--- config.mk ---
export PLATFORM = sky130hd
export DESIGN_NAME = apb4_master_fsm
export DESIGN_NICKNAME = d
export VERILOG_FILES = /design/src/rtl/axi2apb_pkg.sv /design/src/rtl/apb_wdog.sv /design/src/rtl/apb4_master_fsm.sv
export SDC_FILE = /design/constraint.sdc
export NUM_CORES = 1
export LEC_CHECK = 0
export BUFFER_PORTS_ARGS = -buffer_cell sky130_fd_sc_hd__clkbuf_2
export CAP_MARGIN = 10
export CORE_UTILIZATION = 40
export DETAILED_ROUTE_END_ITERATION = 7
export GPL_TIMING_DRIVEN = 0
export PLACE_DENSITY_LB_ADDON = 0.05
export SYNTH_ARGS = -nofsm -noshare
export SYNTH_HDL_FRONTEND = slang
export SYNTH_SLANG_ARGS = --single-unit
--- constraint.sdc ---
create_clock -name pclk -period 1.23 [get_ports pclk]
set_input_delay 0.0615 -clock pclk [delete_from_list [all_inputs] [get_ports pclk]]
set_output_delay 0.0615 -clock pclk [all_outputs]
set_load 0.005 [all_outputs]
--- src/rtl/axi2apb_pkg.sv ---
// Shared types and field layout for the AXI4Lite-to-APB4 bridge.
// Holds the APB master state encoding, command/response field helpers, pprot bits.
package axi2apb_pkg;

  typedef enum logic [2:0] {
    ST_IDLE   = 3'd0,
    ST_FETCH  = 3'd1,
    ST_SETUP  = 3'd2,
    ST_ACCESS = 3'd3,
    ST_RESP   = 3'd4
  } apb_state_e;

  localparam logic [2:0] PPROT_PRIV  = 3'b001;
  localparam logic [2:0] PPROT_NSEC  = 3'b010;
  localparam logic [2:0] PPROT_INSTR = 3'b100;
  localparam logic [2:0] PPROT_MASK  =
    PPROT_PRIV | PPROT_NSEC | PPROT_INSTR;

  // Command word, MSB..LSB: {write, prot, strb, wdata, addr}
  function automatic int strb_w(input int dw);
    return dw / 8;
  endfunction

  function automatic int cmd_wdata_lsb(input int aw);
    return aw;
  endfunction

  function automatic int cmd_strb_lsb(input int aw, input int dw);
    return aw + dw;
  endfunction

  function automatic int cmd_prot_lsb(input int aw, input int dw);
    return aw + dw + dw / 8;
  endfunction

  function automatic int cmd_write_bit(input int aw, input int dw);
    return aw + dw + dw / 8 + 3;
  endfunction

  function automatic int cmd_w(input int aw, input int dw);
    return cmd_write_bit(aw, dw) + 1;
  endfunction

  // Response word: {slverr, rdata}
  function automatic int rsp_w(input int dw);
    return dw + 1;
  endfunction

endpackage

--- src/rtl/apb_wdog.sv ---
// ACCESS-phase wait watchdog; built only with APB_TIMEOUT_EN.
// Ports: i_clk/i_rst, i_clr (restart), i_wait (ACCESS && !pready), o_expire.
module apb_wdog #(
  parameter int LIMIT = 256
) (
  input  logic i_clk,
  input  logic i_rst,
  input  logic i_clr,
  input  logic i_wait,
  output logic o_expire
);

  localparam int CW = $clog2(LIMIT);
  localparam logic [CW-1:0] LAST = CW'(LIMIT - 1);

  logic [CW-1:0] r_cnt;

  always_ff @(posedge i_clk) begin
    if (i_rst || i_clr) begin
      r_cnt <= '0;
    end else if (i_wait) begin
      r_cnt <= r_cnt + 1'b1;
    end
  end

  // r_cnt holds the number of earlier waiting ACCESS cycles,
  // so this fires on the LIMIT-th one.
  assign o_expire = i_wait && (r_cnt == LAST);

endmodule

--- src/rtl/apb4_master_fsm.sv ---
// APB4 master stage: pops command words, runs one APB4 transfer each, pushes a response.
// Ports: pclk/prst, cmd FIFO read side, rsp FIFO write side, APB4 master bus, busy, timeout.
// Optional macro APB_TIMEOUT_EN adds an ACCESS watchdog (apb_wdog) driving timeout.
module apb4_master_fsm
  import axi2apb_pkg::*;
#(
  parameter int ADDR_W         = 32,
  parameter int DATA_W         = 32,
  parameter int TIMEOUT_CYCLES = 256
) (
  input  logic                          pclk,
  input  logic                          prst,
  input  logic                          cmd_empty,
  output logic                          cmd_pop,
  input  logic [cmd_w(ADDR_W,DATA_W)-1:0] cmd_rdata,
  input  logic                          rsp_full,
  output logic                          rsp_push,
  output logic [rsp_w(DATA_W)-1:0]      rsp_wdata,
  output logic                          psel,
  output logic                          penable,
  output logic [ADDR_W-1:0]             paddr,
  output logic                          pwrite,
  output logic [DATA_W-1:0]             pwdata,
  output logic [strb_w(DATA_W)-1:0]     pstrb,
  output logic [2:0]                    pprot,
  input  logic [DATA_W-1:0]             prdata,
  input  logic                          pready,
  input  logic                          pslverr,
  output logic                          busy,
  output logic                          timeout
);

  localparam int SW    = strb_w(DATA_W);
  localparam int WD_LO = cmd_wdata_lsb(ADDR_W);
  localparam int SB_LO = cmd_strb_lsb(ADDR_W, DATA_W);
  localparam int PR_LO = cmd_prot_lsb(ADDR_W, DATA_W);
  localparam int WR_B  = cmd_write_bit(ADDR_W, DATA_W);

  if (TIMEOUT_CYCLES < 2) begin : g_bad_to
    $error("TIMEOUT_CYCLES must be at least 2");
  end

  apb_state_e          r_state;
  apb_state_e          w_next;
  logic [ADDR_W-1:0]   r_paddr;
  logic                r_pwrite;
  logic [DATA_W-1:0]   r_pwdata;
  logic [SW-1:0]       r_pstrb;
  logic [2:0]          r_pprot;
  logic [DATA_W:0]     r_rsp;

  logic w_idle;
  logic w_fetch;
  logic w_setup;
  logic w_access;
  logic w_resp;
  logic w_done;
  logic w_expire;
  logic w_wr;

  assign w_idle   = (r_state == ST_IDLE);
  assign w_fetch  = (r_state == ST_FETCH);
  assign w_setup  = (r_state == ST_SETUP);
  assign w_access = (r_state == ST_ACCESS);
  assign w_resp   = (r_state == ST_RESP);
  assign w_done   = w_access && pready;
  assign w_wr     = cmd_rdata[WR_B];

`ifdef APB_TIMEOUT_EN
  apb_wdog #(
    .LIMIT (TIMEOUT_CYCLES)
  ) u_wdog (
    .i_clk    (pclk),
    .i_rst    (prst),
    .i_clr    (w_fetch),
    .i_wait   (w_access && !pready),
    .o_expire (w_expire)
  );
  assign timeout = w_expire;
`else
  assign w_expire = 1'b0;
  assign timeout  = 1'b0;
`endif

  always_comb begin
    w_next = r_state;
    unique case (r_state)
      ST_IDLE:   if (!cmd_empty) w_next = ST_FETCH;
      ST_FETCH:  w_next = ST_SETUP;
      ST_SETUP:  w_next = ST_ACCESS;
      ST_ACCESS: begin
        if (pready || w_expire) w_next = ST_RESP;
      end
      ST_RESP:   if (!rsp_full) w_next = ST_IDLE;
      default:   w_next = ST_IDLE;
    endcase
  end

  always_ff @(posedge pclk) begin
    if (prst) begin
      r_state  <= ST_IDLE;
      r_paddr  <= '0;
      r_pwrite <= 1'b0;
      r_pwdata <= '0;
      r_pstrb  <= '0;
      r_pprot  <= '0;
      r_rsp    <= '0;
    end else begin
      r_state <= w_next;
      if (w_fetch) begin
        r_paddr  <= cmd_rdata[ADDR_W-1:0];
        r_pwrite <= w_wr;
        r_pwdata <= cmd_rdata[WD_LO +: DATA_W];
        r_pstrb  <= w_wr ? cmd_rdata[SB_LO +: SW] : '0;
        r_pprot  <= cmd_rdata[PR_LO +: 3] & PPROT_MASK;
      end
      // A real pready wins over a same-cycle watchdog abort.
      if (w_done) begin
        r_rsp <= {pslverr, r_pwrite ? '0 : prdata};
      end else if (w_expire) begin
        r_rsp <= {1'b1, {DATA_W{1'b0}}};
      end
    end
  end

  // Handshakes are gated by prst so nothing leaks while reset is held.
  assign cmd_pop   = w_idle && !cmd_empty && !prst;
  assign rsp_push  = w_resp && !rsp_full && !prst;
  assign rsp_wdata = r_rsp;
  assign psel      = w_setup || w_access;
  assign penable   = w_access;
  assign paddr     = r_paddr;
  assign pwrite    = r_pwrite;
  assign pwdata    = r_pwdata;
  assign pstrb     = r_pstrb;
  assign pprot     = r_pprot;
  assign busy      = !w_idle;

endmodule

==> results.toml, run 1 <==
[status]
run_status = "finished with violations"
failed_checks = "setup timing"

[power_and_ir_drop]
leakagePower_nw = 3.44
ir_worst_vdd_mv = 1.02
total_power_mw = 8.44
switching_power_mw = 2.04
cellPowerDensity_nw_per_um2 = 1070
pwr-share-seq_pct = 44.8
p_int_mw = 6.40
swShare_pct = 24.2
clockPowerShare_pct = 35.4
combPwrFrac_pct = 19.8

[clocking]
clockRootBuffer = "clkbuf_16"
cts.sink_count = 108
cts_tree = "yes"
clk_latency_ns = 0.35
cts_buffer_depth = 2
path_clk_slew_ns = 0.07
numCtsBuffers = 9
htree_levels = 3

[timing]
tns_ns = -12.48
period_minus_slack_ns = 1.42
finalSetupViolCount = 111
rsz0062_at_grt = "true"
finalClockSkew_ns = 0.00828
hold_viol = 0
period_share_pct = 115
final_max_slew_viol_count = 0
tightest_slew_ns = 0.553
fmax_ghz = 0.705
final.setup.worst_slack_ns = -0.189
slew_headroom_pct = 63.2
fin_hold_ws_ns = 0.0332

[drt]
post_drt_wl_per_cell_um = 14.2
ant_nets = 0
drc = 0
first_iter_violations = 148
vias = 4413
via_per_inst = 4.49
routed_wl_mm = 14.0
drt_pass1_iterations = 4

[synthesis]
ys_seq_area_share_pct = 42.9
synthesis.instances = 479
netlist_area_um2 = 5040
postSynthAreaPerCell_um2 = 10.5
synthAdderAreaFrac_pct = 0
synth-compound-area-share_pct = 0.497
yosys.area_share.simple_pct = 29.6
muxShareOfSynthArea_pct = 20.9
synth_top_family_by_area = "simple AND/OR/NAND/NOR gates"
synthXorXnorAreaFrac_pct = 0
ys_seq_elements = 108
synthDistinctLibCells = 27
synthesis.nets = 589
yosysWarnings = 0

[critical_path]
r2r-end = "rsp_wdata[19]$_SDFFE_PP0P_"
worst_ep_arrival_time_ns = 1.69
rr_startpoint = "r_state[1]$_SDFFE_PP0P_"
crit_required_ns = 1.50
path_cells = "buf_6 > buf_6 > and4b_1 > buf_6 > buf_12 > buf_12 > mux2i_2"
crit_type = "reg2reg"
critical_path.max_fanout = 5
crit_top_cell = "buf_6"
endpoint_kind = "register"
rr_worst_depth = 7
reg2reg_slack_ns = -0.19
start_kind = "register"
crit_slowest_cell = "dfxtp_4"
max_stage_delay_ns = 0.36

[die]
die-height_um = 114
coreArea_um2 = 12200
die_w_um = 114
dieArea_um2 = 13100
num_io_pins = 221
row_count = 40
start_util_pct = 41.4

[min_path]
hp-start = "prdata[30]"
min_to = "rsp_wdata[30]$_SDFFE_PP0P_"
min_delay_path_depth = 3
min_path_type = "in2reg"

[placed_design]
place.gp.congestion = 0.698
port-buffer-count = 218
hpwl_mm = 9.08
place_ws_ns = -0.111

[global_routing]
track_usage_pct = 21.6
antenna_found_initial = 0
overflow = 0
grt_pass1_wl_mm = 21.9
grt_pass1_vias = 4468
grt_max_degree = 17

[final_layout]
drive_gt1_share_pct = 36.1
fin_util_pct = 64.9
fin_nets = 919
layout_common_cells = "clkbuf_2, nand2b_1, dfxtp_1"
mostFrequentLayoutCell = "clkbuf_2"
n_antenna_cell = 0
area_delta_synth_final_pct = 56.7

[job]
maxCapViolations = 0
==> through the flow <==
| step | instance area, um2 | std cells |
|---|---|---|
| floorplan | 5040 | 479 |
| global placement | 6340 | 865 |
| global route | 7900 | 982 |
| detailed placement | 6340 | 865 |
| CTS | 7930 | 983 |
| finish | 7900 | 982 |
==> power groups by stage <==
| stage | Combinational (mW) | Clock, mW | Sequential (mW) |
|---|---|---|---|
| floorplan | 0.711 | 0 | 3.86 |
| global placement | 1.20 | 0 | 3.85 |
| detailed placement | 1.22 | 0 | 3.86 |
| CTS | 1.69 | 3.08 | 3.77 |
| global route | 1.81 | 3.19 | 3.80 |
| finish | 1.67 | 2.98 | 3.78 |
==> worst max-delay path: cells and delay by family, from the launching register on <==
family / cells / cell delay (ns)
buffers and inverters: 5 / 0.58
flip-flops: 1 / 0.36
multiplexers: 1 / 0.20
AND/OR/NAND/NOR: 1 / 0.19
==> Yosys cell counts (all sizes together) <==
master / instances / area share, %
a21boi: 1 / 0.15
and2: 1 / 0.15
and3: 1 / 0.12
and4b: 1 / 0.20
and4bb: 1 / 0.25
buf: 15 / 4.2
clkbuf: 24 / 1.8
conb: 1 / 0.074
dfxtp: 108 / 43
mux2i: 105 / 21
nand2b: 174 / 22
nand3: 1 / 0.099
nand3b: 4 / 0.60
nor2: 2 / 0.15
nor2b: 1 / 0.12
nor3: 1 / 0.099
nor3b: 1 / 0.25
nor4b: 1 / 0.17
o21a: 1 / 0.15
o21ba: 1 / 0.20
or2: 1 / 0.12
or3: 1 / 0.15
or3b: 32 / 5.6
==> metal layers <==
| layer | up-vias | wire length (um) | GRT usage, % | share of wire (%) |
|---|---|---|---|---|
| li1 | 2241 | - | - | - |
| met1 | 2033 | 5850 | 24.9 | 42 |
| met2 | 130 | 7090 | 37.9 | 51 |
| met3 | 9 | 912 | 7.73 | 6.5 |
| met4 | 0 | 129 | 5.37 | 0.92 |
| met5 | - | 0 | 0 | 0 |
==> logic make-up after synthesis <==
| logic type | Yosys count |
|---|---|
| buffers and inverters | 39 |
| other | 1 |
| flip-flops | 108 |
| multiplexers | 105 |
| AO/OA/AOI/OAI | 3 |
| AND/OR/NAND/NOR | 223 |
==> layout make-up <==
class | instances | area (um2)
Tap cell | 168 | 210
Multi-Input combinational cell | 332 | 2610
Timing Repair Buffer | 324 | 2370
Clock buffer | 12 | 256
Sequential cell | 108 | 2170
Clock inverter | 4 | 47.5
Fill cell | 1016 | 4260
Buffer | 34 | 231
==> registers in the layout, summed over array words and instances, names as in the netlist <==
signal     flops
pstrb          4
pwrite         1
pprot          3
r_state        3
pwdata        32
paddr         32
rsp_wdata     33
==> worst max path at each step <==
| stage | start | end | slack [ns] | cells after the start |
|---|---|---|---|---|
| 3_5_place_dp | r_state[0]$_SDFFE_PP0P_ | pprot[1]$_SDFFE_PP0P_ | -0.11 | 4 |
| 2_1_floorplan | r_state[0]$_SDFFE_PP0P_ | paddr[0]$_SDFFE_PP0P_ | 0.06 | 4 |
| 4_1_cts | r_state[2]$_SDFFE_PP0P_ | cmd_pop | -0.20 | 3 |
| 6_report | r_state[1]$_SDFFE_PP0P_ | rsp_wdata[19]$_SDFFE_PP0P_ | -0.19 | 7 |
| 3_3_place_gp | r_state[0]$_SDFFE_PP0P_ | pwrite$_SDFFE_PP0P_ | -0.07 | 4 |
| 5_1_grt | r_state[1]$_SDFFE_PP0P_ | rsp_wdata[19]$_SDFFE_PP0P_ | -0.27 | 7 |
==> repair_timing <==
action | 4_1_cts | 5_1_grt
endpoints found under the hold margin | 72 | 0
cloned | 7 | 3
setup endpoints to repair | 104 | 111
buffers inserted | 25 | 3
hold buffers | 72 | 0
resized for setup | 39 | 10
pin swaps | 3 | 3
Power figures use the tool's default switching activity.
==> run 2, diff against run 1 <==
CELL_PAD_IN_SITES_DETAIL_PLACEMENT = 1   (was default)
CELL_PAD_IN_SITES_GLOBAL_PLACEMENT = 1   (was default)
CORE_UTILIZATION = 32   (was 40)
==> run 2 against run 1 <==
Compared with the run above: the run still ends with setup timing left; routed wire length grew 7.9%; power shrank 5.2%; register-to-register slack gained 0.06 ns; core utilization shrank 15 points; global-route usage shrank 2.6 points; sequential power is essentially flat; fmax grew 0.37%; worst hold slack lost 0.0065 ns; clock power shrank 9.7%; clock skew shrank 0.0021 ns; sequential cell count is the same; via count grew 0.43%; largest power group unchanged.
==> results.toml, run 2 (synthesis results as in run 1) <==
[timing]
finalClockSkew_ns = 0.00622
hold_viol = 0
finalSetupViolCount = 101
rsz0062_at_grt = "true"
fmax_ghz = 0.707
fin_hold_ws_ns = 0.0266
period_minus_slack_ns = 1.41
period_share_pct = 115
final_max_slew_viol_count = 0
tns_ns = -8.67
final.setup.worst_slack_ns = -0.184

[status]
failed_checks = "setup timing"
run_status = "finished with violations"

[drt]
ant_nets = 0
post_drt_wl_per_cell_um = 14.9
drt_pass1_iterations = 4
drc = 0
routed_wl_mm = 15.1
via_per_inst = 4.38
first_iter_violations = 101
vias = 4432

[final_layout]
largest_reg_flops = 33
fin_nets = 907
mostFrequentLayoutCell = "clkbuf_2"
layout_common_cells = "clkbuf_2, nand2b_1, mux2i_1"
drive_gt1_share_pct = 35.3
n_antenna_cell = 0
design_area_um2 = 7680
area_delta_synth_final_pct = 52.5

[power_and_ir_drop]
swShare_pct = 24.9
clockPowerShare_pct = 33.7
cellPowerDensity_nw_per_um2 = 1040
pwr-share-seq_pct = 47.3
p_int_mw = 6.00
ir_worst_vdd_mv = 0.609
total_power_mw = 7.99
switching_power_mw = 1.99
leakagePower_nw = 3.32
combPwrFrac_pct = 19.0

[placed_design]
placed_cell_area_um2 = 6390
port-buffer-count = 218
place.gp.congestion = 0.684
hpwl_mm = 10.5
place_ws_ns = -0.148

[critical_path]
max_stage_delay_ns = 0.39
crit_slowest_cell = "or3_4"
crit_required_ns = 1.17
endpoint_kind = "output pin"
path_cells = "or3_4 > nor3_2 > buf_2"
start_kind = "register"
critical_path.max_fanout = 7
crit_type = "reg2out"
worst_ep_arrival_time_ns = 1.35

[global_routing]
grt_pass1_wl_mm = 24.2
grt_pass1_vias = 4748
antenna_found_initial = 0
track_usage_pct = 19.1
overflow = 0
grt_max_degree = 16

[clocking]
clockRootBuffer = "clkbuf_16"
numCtsBuffers = 9
cts_tree = "yes"
clk_latency_ns = 0.35
cts_buffer_depth = 2
path_clk_slew_ns = 0.07
cts.sink_count = 108
htree_levels = 3

[die]
die_w_um = 127
row_count = 45
dieArea_um2 = 16300
num_io_pins = 221
die-height_um = 127
start_util_pct = 33.0
coreArea_um2 = 15300

[min_path]
min_path_type = "in2reg"

[job]
maxCapViolations = 0
-- run 2: layout make-up --
cell class | count | area, um2
clock buffers | 12 | 246
fillers | 1766 | 7570
clock inverters | 2 | 12.5
repair buffers | 307 | 2050
well taps | 211 | 264
plain buffers | 39 | 339
flip-flops and latches | 108 | 2170
multi-input cells | 332 | 2600
-- run 2: timing repair --
action                                  4_1_cts  5_1_grt
gates resized for setup                      29       13
hold buffers                                 72        0
cloned                                        3        0
pin swaps                                     3        2
buffers inserted                              9        6
endpoints found under the hold margin        72        0
endpoints found under the setup margin      104      110
-- run 2: stage by stage --
stage | instances | util [%]
after global placement | 908 | 41.9
after CTS | 1006 | 50.0
final | 1011 | 50.4
after detailed placement | 908 | 41.9
after global routing | 1011 | 50.4
after floorplan | 479 | -
-- run 2: worst paths after layout --
check | start | endpoint | slack (ns) | cells past startpoint
worst max-delay path | r_state[2]$_SDFFE_PP0P_ | cmd_pop | -0.18 | 3
worst min-delay path | prdata[20] | rsp_wdata[20]$_SDFFE_PP0P_ | 0.03 | 3
worst min register to register | rsp_wdata[11]$_SDFFE_PP0P_ | rsp_wdata[11]$_SDFFE_PP0P_ | 0.48 | 2
worst max register to register | r_state[0]$_SDFFE_PP0P_ | pwdata[11]$_SDFFE_PP0P_ | -0.13 | 5
-- run 2: metal layers --
metal / vias to the layer above / part of all wire, % / routed length, um / global-route usage [%]
met5: - / 0 / 0 / 0
met4: 0 / 1.2 / 181 / 6.30
met3: 12 / 6.7 / 1010 / 5.07
met2: 127 / 49 / 7360 / 33.4
met1: 2084 / 43 / 6550 / 22.5
li1: 2209 / - / - / -
-- run 2: critical path: cells and delay by family, from the launching register on --
| kind | cells | cell delay, ns |
|---|---|---|
| buf+inv | 1 | 0.15 |
| simple gates | 2 | 0.49 |
| flops | 1 | 0.37 |
-- run 2: power by group through the flow --
stage               registers [mW]  logic [mW]  clock network, mW
finish                        3.78        1.52               2.69
global route                  3.80        1.66               2.95
CTS                           3.78        1.50               2.80
detailed placement            3.86        1.25                  0
global placement              3.85        1.22                  0
floorplan                     3.86       0.711                  0
